[src/rtl/fetch_unit.sv]
// Instruction fetch: one outstanding imem request, QDEPTH-entry buffer, valid/ready output; push visible 1 cycle after ack.
// Backpressure: no new request while the buffer is full; redirect flushes the buffer and squashes any in-flight fetch.
module fetch_unit #(
   parameter int          QDEPTH   = 2,
   parameter logic [63:0] RESET_PC = 64'h0
) (
   input  logic        clk,
   input  logic        reset,
   output logic        imem_req,
   output logic [63:0] imem_addr,
   input  logic        imem_ack,
   input  logic [31:0] imem_rdata,
   input  logic        redirect,
   input  logic [63:0] redirect_pc,
   output logic        inst_valid,
   output logic [31:0] inst,
   output logic [63:0] inst_pc,
   input  logic        inst_ready
);

   localparam int PW = $clog2(QDEPTH);
   localparam int CW = PW + 1;

   typedef enum logic [1:0] {IDLE, WAIT, SQUASH} state_t;

   typedef struct packed {
      logic [63:0] pc;
      logic [31:0] ins;
   } entry_t;

   state_t        state_q, state_d;
   logic [63:0]   pc_q, pc_d;
   logic [63:0]   addr_q, addr_d;
   logic          req_q, req_d;
   entry_t        mem_q [QDEPTH];
   entry_t        mem_d [QDEPTH];
   logic [PW-1:0] wr_q, wr_d;
   logic [PW-1:0] rd_q, rd_d;
   logic [CW-1:0] cnt_q, cnt_d;
   logic          push;
   logic          pop;
   logic [63:0]   redir_pc;

   assign redir_pc = redirect_pc & ~64'h3;
   // A redirect wins over a same-cycle pop: the head is discarded, not taken.
   assign pop      = (cnt_q != '0) && inst_ready && !redirect;

   always_comb begin
      state_d = state_q;
      pc_d    = pc_q;
      addr_d  = addr_q;
      req_d   = req_q;
      push    = 1'b0;
      case (state_q)
         IDLE: begin
            if (redirect) begin
               pc_d = redir_pc;
            end else if (cnt_q < CW'(QDEPTH)) begin
               req_d   = 1'b1;
               addr_d  = pc_q;
               state_d = WAIT;
            end
         end
         WAIT: begin
            if (imem_ack) begin
               push    = !redirect;
               pc_d    = redirect ? redir_pc : pc_q + 64'd4;
               req_d   = 1'b0;
               state_d = IDLE;
            end else if (redirect) begin
               pc_d    = redir_pc;
               state_d = SQUASH;
            end
         end
         SQUASH: begin
            if (redirect) begin
               pc_d = redir_pc;
            end
            if (imem_ack) begin
               req_d   = 1'b0;
               state_d = IDLE;
            end
         end
         default: state_d = IDLE;
      endcase
   end

   always_comb begin
      mem_d = mem_q;
      wr_d  = wr_q;
      rd_d  = rd_q;
      cnt_d = cnt_q;
      if (redirect) begin
         wr_d  = '0;
         rd_d  = '0;
         cnt_d = '0;
      end else begin
         if (push) begin
            mem_d[wr_q] = '{pc: addr_q, ins: imem_rdata};
            wr_d        = wr_q + PW'(1);
         end
         if (pop) begin
            rd_d = rd_q + PW'(1);
         end
         cnt_d = cnt_q + CW'(push) - CW'(pop);
      end
   end

   always_ff @(posedge clk or negedge reset) begin
      if (!reset) begin
         state_q <= IDLE;
         pc_q    <= RESET_PC;
         addr_q  <= RESET_PC;
         req_q   <= 1'b0;
         wr_q    <= '0;
         rd_q    <= '0;
         cnt_q   <= '0;
         for (int i = 0; i < QDEPTH; i++) begin
            mem_q[i] <= '0;
         end
      end else begin
         state_q <= state_d;
         pc_q    <= pc_d;
         addr_q  <= addr_d;
         req_q   <= req_d;
         wr_q    <= wr_d;
         rd_q    <= rd_d;
         cnt_q   <= cnt_d;
         mem_q   <= mem_d;
      end
   end

   assign imem_req   = req_q;
   assign imem_addr  = addr_q;
   assign inst_valid = (cnt_q != '0);
   assign inst       = mem_q[rd_q].ins;
   assign inst_pc    = mem_q[rd_q].pc;

endmodule

[config.mk]
export PLATFORM = sky130hd
export DESIGN_NAME = fetch_unit
export DESIGN_NICKNAME = d
export VERILOG_FILES = /design/src/rtl/fetch_unit.sv
export SDC_FILE = /design/constraint.sdc
export NUM_CORES = 1
export LEC_CHECK = 0
export BUFFER_PORTS_ARGS = -buffer_cell sky130_fd_sc_hd__buf_2
export CORE_MARGIN = 2
export CORE_UTILIZATION = 40
export CTS_CLUSTER_DIAMETER = 40
export DETAILED_ROUTE_END_ITERATION = 10
export GPL_TIMING_DRIVEN = 0
export HOLD_SLACK_MARGIN = 0.08
export PLACE_DENSITY = 0.65
export SYNTH_ARGS = -nofsm -noshare
export SYNTH_HDL_FRONTEND = slang
export SYNTH_SLANG_ARGS = --single-unit
export TNS_END_PERCENT = 20
[constraint.sdc]
create_clock -name clk -period 2.48 [get_ports clk]
set_input_delay 0.372 -clock clk [delete_from_list [all_inputs] [get_ports clk]]
set_output_delay 0.372 -clock clk [all_outputs]
set_load 0.02 [all_outputs]
==> results.toml <==
[final_layout]
finalInstanceArea_sq_mm = 0.0206
fin_nets = 1760
area_growth_syn_to_layout_pct = 34.4
layout-drive-gt1-share_pct = 48.9

[sta]
slew_violations = 0
max_freq_mhz = 385
min_period_over_period_pct = 105
tightest_slew_ns = 0.854
skew_ns = 0.0254
period_needed_ns = 2.60
slew_headroom_pct = 43.1
worst_slack_ns = -0.119
hold_violations = 0
finalSetupViolations = 15
tns_ns = -0.879
rsz0062_at_grt = "yes"
fin_hold_ws_ns = 0.105

[place]
pre_cts_ws_ns = -0.955
placed_area_sq_mm = 0.0174
portBuffers = 259
place_hpwl_mm = 31.2
place.gp.congestion = 0.940

[power]
powerDensity_mw_per_mm2 = 1330
p_leak_nw = 9.29
ir_drop_uv = 793

[drt]
first_iter_violations = 640
ant_nets = 0
viasPerCell = 5.48
routed_wl_mm = 46.1
vias = 12100
wire_per_inst_microns = 20.9
firstDrtPassIters = 5
drc = 0

[global_routing]
grt_use_total_pct = 23.0
grt_max_degree = 109
grt_pass1_wl_mm = 70.2
globalRouteOverflowTotal = 0
grt_pass1_vias = 12400
antenna_found_initial = 8

[floorplan]
io_pins = 263
die_h_microns = 200
chipWidth_microns = 200
die-area_sq_mm = 0.0399
core_area_sq_mm = 0.0378
start_util_pct = 40.6
std_cell_rows = 71

[setup_path]
slowest_delay_ns = 0.62
worst_ep_arrival_time_ns = 3.13
crit_type = "reg2reg"
startpoint_type = "flop"
cp_cell_sequence = "inv_4 > ha_4 > or4b_4 > nor3_1 > nand3_2 > buf_4 > or4_1 > nand3_1"
cp_data_required_time_ns = 3.01
cp_max_fo = 8
cp_slowest_cell = "or4b_4"
cp-end-kind = "flop"

[clocking]
clockRootBuffer = "clkbuf_16"
htreeDepth = 2
clk_pin_slew_worst_paths_ns = 0.06
clock_latency_ns = 0.59
cts.sinks = 327
cts_max_path_buffers = 3
cts_buffers = 54
cts_tree = "yes"

[synth]
synth-async-reset-ratio_pct = 100
synth_ff_type = "dfrtp_1"
synth_seq_cells = 327
ys_types = 63
synth_area_sq_mm = 0.0153
synth-edff-count = 0
synthCells = 1228
yosys_warnings = 0
yosysSeqAreaShare_pct = 53.4
avgSynthCellArea_sq_um = 12.5
synth_nets = 1336

[hold_path]
hold_path.class = "in2reg"

[flow_run]
drv_cap = 0

[run_status]
status = "finished with violations"
violations = "negative setup slack"
==> timing repair <==
| action | in CTS | in global routing |
|---|---|---|
| buffers inserted | 20 | 17 |
| pin swaps | 6 | 25 |
| hold buffers | 74 | 0 |
| gates resized for setup | 56 | 52 |
| setup endpoints to repair | 282 | 194 |
| hold endpoints to repair | 154 | 0 |
| gates cloned | 0 | 0 |
==> synth_stat cells, drive strengths merged (5+ instances only) <==
cell    instances  area share [%]
nand4          37             1.6
nor2           40            0.98
o22ai          14            0.57
a21oi          25            0.82
inv            16            0.39
nor2b          11            0.45
clkbuf         74             1.8
nand2          55             1.3
ha              7            0.57
mux2          354              26
a22oi          25             1.2
o211ai          9            0.44
o21ai          22            0.72
nor4           21             1.1
or4            19            0.93
buf             5            0.16
or3             7            0.29
nand3          52             1.7
nor3           16            0.55
dfrtp         327              53
mux2i          13            0.85
==> worst max-delay path: cells and delay by family, from the launching register on <==
kind / cells / cell delay [ns]
adder cells (fa/ha/maj): 1 / 0.17
buffers and inverters: 2 / 0.27
flip-flops: 1 / 0.43
AND/OR/NAND/NOR: 5 / 1.66
==> logic make-up after synthesis <==
group / synth area share, %
AOI/OAI and AO/OA: 6.41
xor gates and xnor gates: 0.228
adders and majority gates: 0.571
buffers and inverters: 2.37
DFF: 53.4
muxes: 26.8
and+or+nand+nor: 10.2
==> power by group <==
| part | leakage [nW] | switching, mW | total (mW) | internal [mW] |
|---|---|---|---|---|
| Combinational | 4.37 | 5.36 | 10.1 | 4.70 |
| Clock | 0.928 | 2.83 | 7.79 | 4.96 |
| Sequential | 3.99 | 1.84 | 9.56 | 7.72 |
==> stage by stage <==
| stage | cells | power (mW) | util, % |
|---|---|---|---|
| 4_1_cts | 2192 | 27.5 | 53.9 |
| 6_report | 2209 | 27.4 | 54.6 |
| 3_5_place_dp | 2001 | 19.2 | 46.0 |
| 2_1_floorplan | 1228 | 15.9 | - |
| 3_3_place_gp | 1998 | 18.9 | 45.8 |
| 5_1_grt | 2207 | 29.0 | 54.6 |
==> flip-flops by register name (all words and copies together), names as in the netlist <==
register,count
cnt_q,2
imem_addr,64
imem_req,1
mem_q,192
pc_q,64
rd_q,1
state_q,2
wr_q,1
==> layer usage <==
layer	global-route usage, %	vias up	wire (microns)
met5	0	-	63
met4	7.93	10	1620
met3	6.22	134	3720
met2	36.9	468	21200
met1	30.0	6050	19500
li1	-	5454	-
==> placed cells by master, fill, tap and decap left out, types with 9 or more instances in the layout <==
cell type      netlist  routed
mux2_2             354     352
dfrtp_1            327     325
buf_2                2     261
dlygate4sd3_1        0      74
clkbuf_16            0      57
nand2_1             55      54
nand3_1             52      46
clkbuf_1            74      44
buf_4                1      38
nor2_1              40      38
nand4_1             35      35
a22oi_1             25      25
a21oi_1             25      25
o21ai_0             22      22
clkbuf_2             0      21
or4_1               19      14
o22ai_1             14      14
inv_1               15      13
mux2i_1             13      13
nor3_1              15      13
inv_6                0      12
nor2b_1             11      11
nor4_1              17      11
o211ai_1             9       9
==> worst paths after layout <==
| check | slack [ns] | depth (start not counted) | end | start |
|---|---|---|---|---|
| worst max-delay path | -0.12 | 8 | pc_q[41] | state_q[1] |
| worst max register to register | -0.12 | 8 | pc_q[41] | state_q[1] |
| worst min-delay path | 0.11 | 3 | pc_q[27] | redirect_pc[27] |
| min in group asynchronous | 0.30 | 2 | mem_q[1] | reset |
| max in group asynchronous | 0.97 | 4 | imem_addr[18] | reset |
| worst min register to register | 0.48 | 1 | pc_q[1] | pc_q[1] |
==> final cells by class <==
class                   instances  area, sq um
flip-flops and latches        327         8190
fillers                      3246        17100
diodes                          3         7.51
repair buffers                371         2410
plain buffers                  76          408
clock buffers                  66         1490
well taps                     511          639
multi-input cells             806         7000
inverters                      16         62.6
clock inverters                33          410
No activity file was read; power rests on OpenSTA's default activity.
